[src/rtl/dm_port_arbiter.sv]
// dm_port_arbiter: shares the single data-memory port between the CPU
// load/store stage (m0) and an auxiliary master (m1). Each access goes
// through IDLE -> BUSY -> DONE, or straight to ERR when it is misaligned or
// when the memory never answers. The block drives byte enables and
// lane-replicated store data, and it feeds the external load-extension unit.
//
// Handshake: a requester holds mX_req (with its fields) until it sees a
// one-cycle mX_ack, and drops or changes req in the following cycle. A req
// still high in IDLE counts as a new request. mem_ready is only sampled while
// mem_req is high. mX_err and mX_rdata are meaningful only while mX_ack = 1.
module dm_port_arbiter #(
    parameter int FIXED_PRIO = 0,
    parameter int WAIT_LIMIT = 255
) (
    input  logic        i_clk,
    input  logic        i_reset,
    input  logic        i_m0_req,
    input  logic        i_m0_we,
    input  logic [1:0]  i_m0_size,
    input  logic [31:0] i_m0_addr,
    input  logic [31:0] i_m0_wdata,
    input  logic        i_m1_req,
    input  logic        i_m1_we,
    input  logic [1:0]  i_m1_size,
    input  logic [31:0] i_m1_addr,
    input  logic [31:0] i_m1_wdata,
    output logic        o_m0_ack,
    output logic        o_m0_err,
    output logic [31:0] o_m0_rdata,
    output logic        o_m1_ack,
    output logic        o_m1_err,
    output logic [31:0] o_m1_rdata,
    output logic        o_mem_req,
    output logic        o_mem_we,
    output logic [31:0] o_mem_addr,
    output logic [3:0]  o_mem_be,
    output logic [31:0] o_mem_wdata,
    input  logic [31:0] i_mem_rdata,
    input  logic        i_mem_ready,
    output logic [1:0]  o_ext_a,
    output logic [2:0]  o_ext_op,
    output logic [31:0] o_ext_din,
    input  logic [31:0] i_ext_dout,
    output logic [1:0]  o_dbg_state
);

    typedef enum logic [1:0] {
        ST_IDLE = 2'd0,
        ST_BUSY = 2'd1,
        ST_DONE = 2'd2,
        ST_ERR  = 2'd3
    } state_t;

    localparam logic [7:0] LP_WAIT_LIMIT = 8'(WAIT_LIMIT);

    state_t      r_state;
    logic        r_gnt;       // grantee of the access in flight: 0 = m0, 1 = m1
    logic        r_last;      // last master served; it loses the next tie
    logic        r_we;
    logic [7:0]  r_wait_cnt;

    logic        w_any_req;
    logic        w_pick_m1;
    logic        w_sel_we;
    logic [1:0]  w_sel_size;
    logic [31:0] w_sel_addr;
    logic [31:0] w_sel_wdata;
    logic        w_misaligned;
    logic [3:0]  w_be;
    logic [31:0] w_lane_wdata;
    logic [2:0]  w_ext_op;
    logic [7:0]  w_wait_next;
    logic        w_resp;
    logic        w_resp_err;
    logic [31:0] w_resp_data;

    assign w_any_req   = i_m0_req | i_m1_req;
    assign w_wait_next = r_wait_cnt + 8'd1;
    assign o_dbg_state = r_state;

    // Arbitration: a lone requester wins; on a tie m0 wins under fixed
    // priority, otherwise the master served last steps aside.
    always_comb begin
        w_pick_m1 = 1'b0;
        if (i_m0_req && i_m1_req) begin
            w_pick_m1 = (FIXED_PRIO != 0) ? 1'b0 : ~r_last;
        end else begin
            w_pick_m1 = i_m1_req;
        end
        w_sel_we    = w_pick_m1 ? i_m1_we    : i_m0_we;
        w_sel_size  = w_pick_m1 ? i_m1_size  : i_m0_size;
        w_sel_addr  = w_pick_m1 ? i_m1_addr  : i_m0_addr;
        w_sel_wdata = w_pick_m1 ? i_m1_wdata : i_m0_wdata;
    end

    // Size decode of the selected request: byte lanes, replicated store data,
    // extension op code and the alignment rule. Size 11 behaves as a word.
    always_comb begin
        w_be         = 4'b1111;
        w_lane_wdata = w_sel_wdata;
        w_ext_op     = 3'b000;
        w_misaligned = |w_sel_addr[1:0];
        case (w_sel_size)
            2'b01: begin
                w_be         = w_sel_addr[1] ? 4'b1100 : 4'b0011;
                w_lane_wdata = {2{w_sel_wdata[15:0]}};
                w_ext_op     = 3'b001;
                w_misaligned = w_sel_addr[0];
            end
            2'b10: begin
                w_be         = 4'b0001 << w_sel_addr[1:0];
                w_lane_wdata = {4{w_sel_wdata[7:0]}};
                w_ext_op     = 3'b010;
                w_misaligned = 1'b0;
            end
            default: begin
                w_be         = 4'b1111;
                w_lane_wdata = w_sel_wdata;
                w_ext_op     = 3'b000;
                w_misaligned = |w_sel_addr[1:0];
            end
        endcase
    end

    // Access sequencer: latches the grantee's request, runs the memory
    // strobe with a wait-state budget and steps to the response state.
    always_ff @(posedge i_clk) begin
        if (i_reset) begin
            r_state     <= ST_IDLE;
            r_gnt       <= 1'b0;
            r_last      <= 1'b1;
            r_we        <= 1'b0;
            r_wait_cnt  <= 8'd0;
            o_mem_req   <= 1'b0;
            o_mem_we    <= 1'b0;
            o_mem_addr  <= 32'd0;
            o_mem_be    <= 4'd0;
            o_mem_wdata <= 32'd0;
            o_ext_a     <= 2'd0;
            o_ext_op    <= 3'd0;
            o_ext_din   <= 32'd0;
        end else begin
            case (r_state)
                ST_IDLE: begin
                    if (w_any_req) begin
                        r_gnt    <= w_pick_m1;
                        r_we     <= w_sel_we;
                        o_ext_a  <= w_sel_addr[1:0];
                        o_ext_op <= w_ext_op;
                        if (w_misaligned) begin
                            r_state <= ST_ERR;
                        end else begin
                            r_state     <= ST_BUSY;
                            r_wait_cnt  <= 8'd0;
                            o_mem_req   <= 1'b1;
                            o_mem_we    <= w_sel_we;
                            o_mem_addr  <= {w_sel_addr[31:2], 2'b00};
                            o_mem_be    <= w_be;
                            o_mem_wdata <= w_lane_wdata;
                        end
                    end
                end
                ST_BUSY: begin
                    if (i_mem_ready) begin
                        o_mem_req <= 1'b0;
                        if (!r_we) begin
                            o_ext_din <= i_mem_rdata;
                        end
                        r_state <= ST_DONE;
                    end else begin
                        r_wait_cnt <= w_wait_next;
                        if (w_wait_next == LP_WAIT_LIMIT) begin
                            o_mem_req <= 1'b0;
                            r_state   <= ST_ERR;
                        end
                    end
                end
                ST_DONE: begin
                    r_last  <= r_gnt;
                    r_state <= ST_IDLE;
                end
                ST_ERR: begin
                    r_last  <= r_gnt;
                    r_state <= ST_IDLE;
                end
                default: begin
                    r_state <= ST_IDLE;
                end
            endcase
        end
    end

    // Response steering: only the grantee sees ack; the load result comes
    // from the extension unit, which works on the word latched on mem_ready.
    always_comb begin
        w_resp      = (r_state == ST_DONE) || (r_state == ST_ERR);
        w_resp_err  = (r_state == ST_ERR);
        w_resp_data = ((r_state == ST_DONE) && !r_we) ? i_ext_dout : 32'd0;
        o_m0_ack    = w_resp && !r_gnt;
        o_m0_err    = w_resp && !r_gnt && w_resp_err;
        o_m0_rdata  = (w_resp && !r_gnt) ? w_resp_data : 32'd0;
        o_m1_ack    = w_resp && r_gnt;
        o_m1_err    = w_resp && r_gnt && w_resp_err;
        o_m1_rdata  = (w_resp && r_gnt) ? w_resp_data : 32'd0;
    end

endmodule

[config.mk]
export PLATFORM = sky130hd
export DESIGN_NAME = dm_port_arbiter
export DESIGN_NICKNAME = d
export VERILOG_FILES = /design/src/rtl/dm_port_arbiter.sv
export SDC_FILE = /design/constraint.sdc
export NUM_CORES = 1
export LEC_CHECK = 0
export CORE_UTILIZATION = 25
export DETAILED_ROUTE_END_ITERATION = 12
export PLACE_DENSITY_LB_ADDON = 0.3
export SYNTH_ARGS = -nofsm -noshare
export SYNTH_HDL_FRONTEND = slang
export SYNTH_SLANG_ARGS = --single-unit
[constraint.sdc]
create_clock -name i_clk -period 3.86 [get_ports i_clk]
set_input_delay 0.772 -clock i_clk [delete_from_list [all_inputs] [get_ports i_clk]]
set_output_delay 0.772 -clock i_clk [all_outputs]
set_load 0.05 [all_outputs]
### Word level (Yosys, flattened, before mapping)

Index checks and enable logic that the tools add are counted.

| storage, ports and cells | value |
|---|---|
| register bits | 118 |
| latch bits | 0 |
| RAM bits | 0 |
| bits in read-only memories | 0 |
| output and inout port bits | 177 |
| logic and storage cells | 75 |
| memories | 0 |

| cells by class | value |
|---|---|
| add/sub/neg operators | 1 |
| multiply operators | 0 |
| div/mod/pow operators | 0 |
| order comparisons | 0 |
| eq/ne operators | 10 |
| shifts and indexed selects | 1 |
| muxes and demuxes | 27 |
| bitwise operators | 4 |
| reductions and logical operators | 19 |

Operators by type and width:

| operator | count |
|---|---|
| two-way mux 32 bit | 5 |
| case mux 32 bit (2 select lines) | 1 |
| two-way mux 8 bit | 3 |
| case mux 8 bit (2 select lines) | 1 |
| two-way mux 2 bit | 5 |
| adder 8 x 1 -> 8 bit (second input constant) | 1 |
| == test 8 bit (second input constant) | 1 |
| case mux 4 bit (2 select lines) | 1 |
| AND reduction 4 bit | 2 |
| == test 2 bit (second input constant) | 3 |
| logical AND 1 bit | 6 |
| two-way mux 1 bit | 6 |
| != test 2 bit (second input constant) | 3 |
| case mux 2 bit (3 select lines) | 1 |
| AND reduction 3 bit | 2 |
| == test 2 x 1 -> 1 bit (second input constant) | 2 |
| two-way mux 4 bit | 1 |
| case mux 1 bit (2 select lines) | 2 |
| case mux 2 bit (2 select lines) | 1 |
| AND reduction 2 bit | 2 |
| OR reduction 2 bit | 2 |
| << shifter 1 x 2 -> 4 bit (first input constant) | 1 |
| != test 3 bit (second input constant) | 1 |
| NOT 1 bit | 3 |
| 5 further kinds | 6 |

### Depth between registers and ports, before layout

Gate-level depths: netlist (run 1).

| depth | value |
|---|---|
| depth in word-level cells | 8 |
| depth in mapped cells | 16 |
| depth with buffers taken out | 9 |

### Least setup slack after synthesis (run 1)

OpenSTA, ideal clock, no wires.

| timing | value |
|---|---|
| path type | register to output |
| from | reg r_state[1] (netlist: o_dbg_state[1]) |
| to | out o_m0_rdata[10] |
| data arrival time | 2.760 ns |
| data required time | 3.088 ns |
| slack | 0.328 ns |
| cell stages (with the launch flop) | 6 |
| cell sequence | dfxtp_1 buf_2 nor2b_1 nor3b_1 clkbuf_1 and2_1 |

| between the ends | value |
|---|---|
| cells in the longest elaborated chain, start to end | 4 |
| elaborated cells on any way between the ends | 7 |

RTL lines:

| what | line | RTL |
|---|---|---|
| start: declaration | 56 | `state_t r_state;` |
| start signal: assignment | 129 | `r_state <= ST_IDLE;` |
| start signal: assignment | 151 | `r_state <= ST_ERR;` |
| start signal: assignment | 153 | `r_state <= ST_BUSY;` |
| == test 2 bit | 196 | `w_resp = (r_state == ST_DONE) \|\| (r_state == ST_ERR);` |
| logical OR 1 bit (*) | 196 |  |
| logical AND 1 bit (*) | n/a |  |
| named net o_m0_ack | 27 | `output logic o_m0_ack,` |
| two-way mux 32 bit (*) | 201 | `o_m0_rdata = (w_resp && !r_gnt) ? w_resp_data : 32'd0;` |
| end: declaration | 29 | `output logic [31:0] o_m0_rdata,` |

The timed path passes the listed nets; every way through them passes the cells marked *.

### Final worst setup path (run 1)

| timing | value |
|---|---|
| from | reg r_state[1] (netlist: o_dbg_state[1]) |
| to | out o_m0_rdata[22] |

| between the ends | value |
|---|---|
| cells in the longest elaborated chain, start to end | 4 |
| elaborated cells on any way between the ends | 7 |

RTL lines:

| what | line |
|---|---|
| == test 2 bit, on equally long branches | 196, 198 |
| logical AND 1 bit or logical OR 1 bit (tied branches) | 198, 196 |
| two-way mux 32 bit or logical AND 1 bit (tied branches) | 198, 201 |
| two-way mux 32 bit (*) | 201 |

Every way passes the cells marked *; elsewhere a longest branch is shown, timed or not.

==> out/metrics.yaml, run 1 <==
final_max_slew_viol_count: 0
clk_pin_slew_worst_paths_ns: 0.06
cts_tree: "built"
ys_seq_elements: 117
drtIter0Drc: 349
root_buffer: "clkbuf_16"
totalNegativeSetupSlack_ns: 0
fmax_ghz: 0.284
power.leakage_nw: 3.96
yosys_warnings: 0
grt_start_max_net_pins: 74
hpwl_um: 18600
cp-startpoint: "o_dbg_state[1]"
async_flop_share: 0
tightest_slew_ns: 1.15
grt_pass1_vias: 6509
worst_slack_ns: 0.339
num_rows: 56
synth_flop_cell: "dfxtp_1"
p_per_area_mw_per_mm2: 478
synth_area_per_cell_um2: 7.76
grt_pass1_wl_um: 37200
min_period_ns: 3.52
layout-drive-gt1-share: 0.0712
ff_latch_area_mm2: 0.00234
clk-insertion-delay-late_ns: 0.41
postPlaceCellArea_mm2: 0.0101
hold_viol_final: 0
synth-edff-count: 0
cts.sinks: 117
postRouteAntennaNets: 0
ir_drop_uv: 350
vias_per_cell: 4.68
path_max_fanout: 32
place_inst: 1424
timing.rr.start: "r_last"
portBuffers: 376
reg2reg_to: "o_mem_addr[23]"
critPathLaunchType: "register"
multiInputGateArea_mm2: 0.00343
finalNetCount: 1331
worstPathArrival_ns: 2.75
path_class: "register to output pin"
initial_core_util: 0.257
num_vias: 6820
worst-r2r-cell-count: 10
postCtsResizedCells: 0
netlist_area_mm2: 0.00609
dieArea_mm2: 0.0250
critical_path_required_ns: 3.09
dp_slack_ns: 0.176
cp-end-kind: "output pin"
dr.pass1.iters: 4
status: "complete, no violations"
crit_cells: 5
die_w_um: 158
place_congestion: 0.788
wl_um: 25300
critPathMaxStageDelay_ns: 0.83
cpLargestDelayFamily: "buffers and inverters"
crit_end: "o_m0_rdata[22]"
fin_crit_sh: 0.912
instances_no_fill: 1456
routedWlPerCell_um: 17.4
rsz0062_at_grt: "no"
fillers: 2459
hp-class: "register to register"
antenna_cells: 0
crit_chain: "nor2b_1 -> nor3b_2 -> buf_4 -> and2_1 -> clkdlybuf4s50_1"
post-route-drc-count: 0
htree_levels: 4
ios: 380
cp_num_buf_inv: 2
timing.hold.ws_ns: 0.451
fp.dieH_um: 158
post_cts_buffers: 0
setup_viol: 0
reg2reg_slack_ns: 1.12
antenna_found_initial: 1
clk_path_buf_depth: 2
cts_inserted_buffers: 17
core_area_mm2: 0.0237
power.total_mw: 5.12
grt_usage: 0.195
drv_cap: 0
fin_skew_ns: 0.0165
synth_sequential_area_ratio: 0.384
postLayoutCellArea_mm2: 0.0107
area_growth_pct: 75.7
syn_inst: 785
overflow: 0
final_util: 0.452
relSlewSlack: 0.234
synthDistinctLibCells: 53
cpMaxStageDelayCell: "clkdlybuf4s50_1"
postCtsHoldBufs: 0
==> Yosys cell counts, types with 3 or more instances <==
cell,n,share of area
a211oi_1,29,0.036
a21oi_1,114,0.094
a221o_1,8,0.013
a22oi_1,9,0.011
a311oi_1,32,0.046
and2_1,65,0.067
and3_1,3,0.0031
buf_1,3,0.0018
buf_2,12,0.0099
buf_4,8,0.0099
buf_6,3,0.0055
clkbuf_1,49,0.030
dfxtp_1,117,0.38
ha_1,4,0.0082
inv_1,8,0.0049
mux2_2,17,0.031
mux2i_1,13,0.021
nand2_1,182,0.11
nand2b_1,4,0.0041
nand3_1,13,0.011
nand4_1,8,0.0082
nor2_1,24,0.015
nor2b_1,3,0.0031
nor3_1,6,0.0049
o211a_1,3,0.0049
o211ai_1,3,0.0037
o21ai_0,13,0.011
or3_1,3,0.0031
==> sequential cells by signal, summed over array words and instances, names as in the netlist <==
register	count
o_mem_addr	30
o_mem_be	4
r_we	1
o_mem_wdata	32
r_gnt	1
o_mem_we	1
o_mem_req	1
o_ext_a	2
o_ext_op	2
o_dbg_state	2
r_last	1
o_ext_din	32
r_wait_cnt	8
==> where the power goes <==
group / total, mW / switching, mW / internal, mW
clock: 1.60 / 0.633 / 0.966
sequential: 1.47 / 0.103 / 1.37
combinational: 2.05 / 1.29 / 0.760
total: 5.12 / 2.02 / 3.09
==> tightest hold or removal path: cells and delay by family (launching register included) <==
kind / cells / cell delay [ns]
simple gates: 1 / 0.05
compound gates: 1 / 0.05
flops: 1 / 0.31
==> routing by layer <==
layer | global-route usage | wire [µm]
met2 | 0.331 | 12800
met4 | 0.0559 | 386
met1 | 0.242 | 10800
met5 | 0 | 13
met3 | 0.0479 | 1300
==> logic make-up (layout without fill, tap and decap cells) <==
| group | count (synthesis) | in the layout | share of synthesized area |
|---|---|---|---|
| flops | 117 | 117 | 0.384 |
| other cells | 1 | 3 | 0.000615 |
| buf+inv | 83 | 433 | 0.0622 |
| simple gates | 319 | 319 | 0.243 |
| fa+ha+maj | 4 | 4 | 0.00821 |
| mux | 31 | 31 | 0.0565 |
| compound gates | 230 | 230 | 0.245 |
==> how the worst min path moves through the flow <==
stage          cells after the start     startpoint  slack, ns             to
2_1_floorplan                      2         r_last       0.47         r_last
4_1_cts                            2  o_ext_din[12]       0.45  o_ext_din[12]
3_5_place_dp                       2   o_ext_din[6]       0.45   o_ext_din[6]
5_1_grt                            2   o_ext_din[6]       0.47   o_ext_din[6]
3_3_place_gp                       2   o_ext_din[8]       0.44   o_ext_din[8]
6_report                           2   o_ext_din[8]       0.45   o_ext_din[8]
==> area by class of cell <==
cell class | instances | share of cell area
inverter | 8 | 0.00281
clock inverter | 15 | 0.0157
tap | 319 | 0.0373
timing repair buffer | 393 | 0.366
clock buffer | 17 | 0.0397
multi-input combinational | 587 | 0.320
sequential | 117 | 0.219
==> cells in the final DEF (no fill, tap or decap), drive strengths merged, types with 9 or more instances in the layout <==
master	Yosys	layout
nand3	14	14
dfxtp	117	117
nand2	182	182
a311oi	32	32
mux2	17	17
mux2i	14	14
clkbuf	49	17
a22oi	9	9
inv	8	15
clkdlybuf4s50	0	375
o21ai	15	15
buf	26	18
and2	65	65
a21oi	114	114
a211oi	29	29
nor2	25	25
Note: power is estimated with default switching activity, not from simulation.
==> inputs of run 2 (changes only) <==
--- a/config.mk
+++ b/config.mk
@@ -5,8 +5,9 @@
 export SDC_FILE = /design/constraint.sdc
 export NUM_CORES = 1
 export LEC_CHECK = 0
-export CORE_UTILIZATION = 25
+export CORE_AREA = 2 2 146 148
 export DETAILED_ROUTE_END_ITERATION = 12
+export DIE_AREA = 0 0 148 150
 export PLACE_DENSITY_LB_ADDON = 0.3
 export SYNTH_ARGS = -nofsm -noshare
 export SYNTH_HDL_FRONTEND = slang
==> out/metrics.yaml, run 2 (same netlist as run 1, synthesis figures left out) <==
status: "complete, no violations"
ir_drop_uv: 283  # -19%
final_max_slew_viol_count: 0  # unchanged
tightest_slew_ns: 1.18  # +0.0296 ns
cpMaxStageDelayCell: "clkdlybuf4s50_1"
grt_pass1_wl_um: 38200  # +2.7%
cts_inserted_buffers: 17  # unchanged
cp-startpoint: "o_dbg_state[1]"
critical_path_required_ns: 3.09  # about the same
grt_usage: 0.222  # +0.0272
fin_skew_ns: 0.00530  # -0.0112 ns
cts.sinks: 117  # unchanged
wl_um: 25700  # +1.4%
area_growth_pct: 75.4
overflow: 0  # unchanged
crit_chain: "nand2_1 -> nor3_2 -> buf_4 -> and2_1 -> clkdlybuf4s50_1"
layout-drive-gt1-share: 0.0728  # +0.00157
min_period_ns: 3.54  # +0.0176 ns
post-route-drc-count: 0  # unchanged
clk_path_buf_depth: 2  # unchanged
antenna_cells: 0  # unchanged
rsz0062_at_grt: "no"
num_vias: 7030  # +3.1%
hold_viol_final: 0  # unchanged
grt_start_max_net_pins: 74  # unchanged
initial_core_util: 0.295  # +0.0372
fin_crit_sh: 0.917  # +0.00457
routedWlPerCell_um: 18.1  # +4.4%
final_common_cell: "clkdlybuf4s50_1"
clk-insertion-delay-late_ns: 0.42  # about the same
ios: 380  # unchanged
setup_viol: 0  # unchanged
drv_cap: 0  # unchanged
post_cts_buffers: 0  # unchanged
dr.pass1.iters: 5  # +1
postRouteAntennaNets: 0  # unchanged
timing.rr.start: "r_last"
mostFrequentLayoutCells: "375 x clkdlybuf4s50_1, 182 x nand2_1, 117 x dfxtp_1, 114 x a21oi_1, 65 x and2_1"
fillers: 1957  # -20%
htree_levels: 4  # unchanged
finalNetCount: 1334  # +0.23%
critPathMaxStageDelay_ns: 0.85  # +0.02 ns
grt_pass1_vias: 6664  # +2.4%
fp.dieH_um: 150  # -5.1%
largest_registers: "o_ext_din (32), o_mem_wdata (32), o_mem_addr (30)"
ff_latch_area_mm2: 0.00234  # unchanged
hpwl_um: 19000  # +1.9%
dieArea_mm2: 0.0222  # -11%
place_congestion: 0.912  # +16%
core_area_mm2: 0.0207  # -13%
fmax_ghz: 0.283  # -0.50%
drtIter0Drc: 438  # +26%
path_class: "register to output pin"
p_per_area_mw_per_mm2: 480  # +0.43%
worstPathArrival_ns: 2.77  # +0.02 ns
clk_pin_slew_worst_paths_ns: 0.06  # about the same
postCtsHoldBufs: 0  # unchanged
postLayoutCellArea_mm2: 0.0107  # -0.16%
instances_no_fill: 1415  # -2.8%
vias_per_cell: 4.97  # +6.1%
hp-class: "register to register"
antenna_found_initial: 0  # -1
num_rows: 53  # -5.4%
path_max_fanout: 32  # unchanged
cp-end-kind: "output pin"
relSlewSlack: 0.214  # -0.0197
postPlaceCellArea_mm2: 0.0101  # -0.20%
multiInputGateArea_mm2: 0.00343  # unchanged
portBuffers: 376  # unchanged
place_inst: 1383  # -2.9%
postCtsResizedCells: 0  # unchanged
critPathLaunchType: "register"
totalNegativeSetupSlack_ns: 0  # unchanged
power.leakage_nw: 3.97  # +0.42%
cts_tree: "built"
hp-start: "o_ext_din[4]"
root_buffer: "clkbuf_16"
die_w_um: 148  # -6.4%
## run 2: cell types whose count changed in the layout (fill, tap and decap cells not counted)
| cell | change |
|---|---|
| buf_12 | +1 |
| buf_4 | +2 |
| clkbuf_1 | +1 |
| clkbuf_8 | +3 |
| clkinv_2 | +1 |
| clkinvlp_4 | +1 |
| inv_6 | -5 |
| inv_8 | -1 |
## run 2: final timing paths
check	end	slack [ns]	cells past startpoint
min reg2reg	o_ext_din[4]	0.45	2
min	o_ext_din[4]	0.45	2
max	o_m1_rdata[30]	0.32	5
max reg2reg	o_mem_addr[27]	1.19	10
## run 2: metal layers
layer,vias to the layer above,track usage,share of wire
met3,26,0.0598,0.061
li1,3454,-,-
met5,-,0,0
met1,3298,0.280,0.42
met2,252,0.374,0.50
met4,0,0.0605,0.017
## run 2: worst max-delay path: cells and delay by family (launching register included)
kind / cells / cell delay, ns
AND/OR/NAND/NOR: 3 / 0.62
buffers and inverters: 2 / 1.17
flip-flops: 1 / 0.56
## run 2: metrics by stage
stage                     hold slack, ns  worst slack (ns)  power [mW]  utilization
after floorplan                    0.471             0.328        2.75            -
after global placement             0.441             0.263        3.55        0.488
after detailed placement           0.446             0.221        3.56        0.488
after CTS                          0.455             0.318        5.16        0.517
after global routing               0.467             0.181        5.36        0.517
final                              0.454             0.322        5.13        0.517
## run 2: layout make-up
type,instances,share of cell area
Multi-Input combinational cell,587,0.321
Tap cell,275,0.0322
Inverter,8,0.00281
Sequential cell,117,0.219
Timing Repair Buffer,396,0.369
Clock inverter,11,0.0117
Clock buffer,21,0.0440
## run 2: power breakdown
group / total, mW / internal [mW] / switching, mW / leakage [nW]
Clock: 1.59 / 1.00 / 0.593 / 0.278
Sequential: 1.47 / 1.37 / 0.101 / 0.959
Combinational: 2.07 / 0.768 / 1.30 / 2.74
Total: 5.13 / 3.14 / 1.99 / 3.97
==> inputs of run 3 (changes only) <==
--- a/config.mk
+++ b/config.mk
@@ -9,6 +9,7 @@
 export DETAILED_ROUTE_END_ITERATION = 12
 export DIE_AREA = 0 0 148 150
 export PLACE_DENSITY_LB_ADDON = 0.3
+export REMOVE_ABC_BUFFERS = 1
 export SYNTH_ARGS = -nofsm -noshare
 export SYNTH_HDL_FRONTEND = slang
 export SYNTH_SLANG_ARGS = --single-unit
==> out/metrics.yaml, run 3 (same netlist as run 1, synthesis figures left out) <==
grt_usage: 0.211  # -0.0110
grt_pass1_vias: 6551  # -1.7%
postCtsResizedCells: 0  # unchanged
cts_tree: "built"
overflow: 0  # unchanged
relSlewSlack: 0.280  # +0.0658
final_max_slew_viol_count: 0  # unchanged
num_vias: 6996  # -0.48%
power.leakage_nw: 3.99  # +0.49%
final_common_cell: "clkdlybuf4s50_1"
clk_path_buf_depth: 2  # unchanged
cp-end-kind: "register"
postRouteAntennaNets: 0  # unchanged
grtUsageMet3: 0.0613  # +0.00152
cts_inserted_buffers: 17  # unchanged
setup_viol: 0  # unchanged
hold_viol_final: 0  # unchanged
worst-r2r-cell-count: 10  # unchanged
reg2reg_slack_ns: 0.93  # -0.26 ns
htree_levels: 4  # unchanged
drv_cap: 0  # unchanged
largest_registers: "o_ext_din (32), o_mem_wdata (32), o_mem_addr (30)"
layout-drive-gt1-share: 0.0746  # +0.00175
routedWlPerCell_um: 17.4  # -4.3%
postCtsHoldBufs: 0  # unchanged
fin_skew_ns: 0.0102  # +0.00491 ns
critical_path_required_ns: 4.14  # +1.05 ns
antenna_cells: 0  # unchanged
status: "complete, no violations"
dr.pass1.iters: 5  # unchanged
initial_core_util: 0.295  # unchanged
place_congestion: 0.820  # -10%
antenna_found_initial: 0  # unchanged
crit_end: "o_mem_addr[4]"
path_class: "primary input to register"
post_cts_buffers: 0  # unchanged
final_util: 0.517  # about the same
wl_um: 24600  # -4.3%
root_buffer: "clkbuf_16"
worstPathArrival_ns: 3.77  # +1.00 ns
vias_per_cell: 4.94  # -0.48%
hpwl_um: 18000  # -5.3%
die_w_um: 148  # unchanged
mostFrequentLayoutCells: "374 x clkdlybuf4s50_1, 182 x nand2_1, 117 x dfxtp_1, 114 x a21oi_1, 65 x and2_1"
dp_slack_ns: -0.0840  # -0.305 ns
core_area_mm2: 0.0207  # unchanged
grt_start_max_net_pins: 76  # +2.7%
clk-insertion-delay-late_ns: 0.41  # about the same
use_met2: 0.365  # -0.00903
portBuffers: 376  # unchanged
fp.dieH_um: 150  # unchanged
busiest_layer: "met2"
num_rows: 53  # unchanged
ir_drop_uv: 239  # -15%
reg2reg_to: "o_mem_addr[4]"
path_max_fanout: 34  # +6.3%
finalNetCount: 1334  # unchanged
timing.rr.start: "r_last"
fmax_ghz: 0.286  # +1.2%
tightest_slew_ns: 1.08  # -0.0987 ns
met1_usage: 0.253  # -0.0269
drtIter0Drc: 389  # -11%
hp-class: "register to register"
min_period_ns: 3.49  # -0.0433 ns
critPathLaunchType: "primary input"
post-route-drc-count: 0  # unchanged
grt_pass1_wl_um: 36700  # -3.8%
rsz0062_at_grt: "no"
cts.sinks: 117  # unchanged
fin_crit_sh: 0.905  # -0.0112
cp-startpoint: "i_m1_req"
ios: 380  # unchanged
worst_slack_ns: 0.365  # +0.0433 ns
timing.hold.ws_ns: 0.452  # -0.00123 ns
area_growth_pct: 75.5  # about the same
p_per_area_mw_per_mm2: 478  # -0.38%
clk_pin_slew_worst_paths_ns: 0.06  # about the same
dieArea_mm2: 0.0222  # unchanged
==> run 3: cell types whose count changed in the layout (fill, tap and decap cells not counted) <==
cell             before  now
inv_6                 1    6
clkbuf_8              3    0
clkinvlp_4            5    2
buf_12                3    4
clkbuf_1              1    0
clkdlybuf4s50_1     375  374
clkinv_4              1    2
inv_8                 0    1
==> run 3: how the worst min path moves through the flow <==
stage / from / to / depth (start not counted)
after floorplan: r_last / r_last / 2
after global routing: o_ext_din[26] / o_ext_din[26] / 2
final: o_ext_din[14] / o_ext_din[14] / 2
after global placement: o_ext_din[6] / o_ext_din[6] / 2
after CTS: o_ext_din[20] / o_ext_din[20] / 2
after detailed placement: o_ext_din[15] / o_ext_din[15] / 2
==> run 3: area by class of cell <==
type | count | area, µm²
clock buffers | 17 | 425
clock inverters | 15 | 166
fillers | 2013 | 10000
inverters | 8 | 30.0
multi-input cells | 587 | 3430
flip-flops and latches | 117 | 2340
well taps | 275 | 344
repair buffers | 396 | 3960
==> run 3: layer usage <==
metal	wire, µm	vias to the layer above
met1	10100	3213
met4	476	0
met3	1910	29
li1	-	3455
met5	0	-
met2	12000	299
==> run 3: power breakdown <==
part | switching, mW | internal [mW]
sequential | 0.103 | 1.37
clock | 0.628 | 0.966
combinational | 1.28 | 0.766
==> run 3: critical path, stage by stage <==
cell             delay (ns)
clkdlybuf4s50_1        0.54
a21boi_4               0.26
nand2_1                0.07
nand2_1                0.08
inv_1                  0.05
ha_1                   0.21
and3_4                 0.16
o31a_2                 0.35
nor2_4                 0.72
buf_4                  0.41
a311oi_1               0.13
==> run 3: per-stage QoR <==
| stage | setup TNS [ns] | cells | total power, mW | area, µm² |
|---|---|---|---|---|
| 6_report | 0 | 1415 | 5.11 | 10700 |
| 5_1_grt | 0 | 1415 | 5.35 | 10700 |
| 4_1_cts | 0 | 1415 | 5.16 | 10700 |
| 3_5_place_dp | -1.47 | 1383 | 3.55 | 10100 |
| 3_3_place_gp | 0 | 1383 | 3.54 | 10100 |
| 2_1_floorplan | -165.21 | 712 | 2.68 | 5750 |
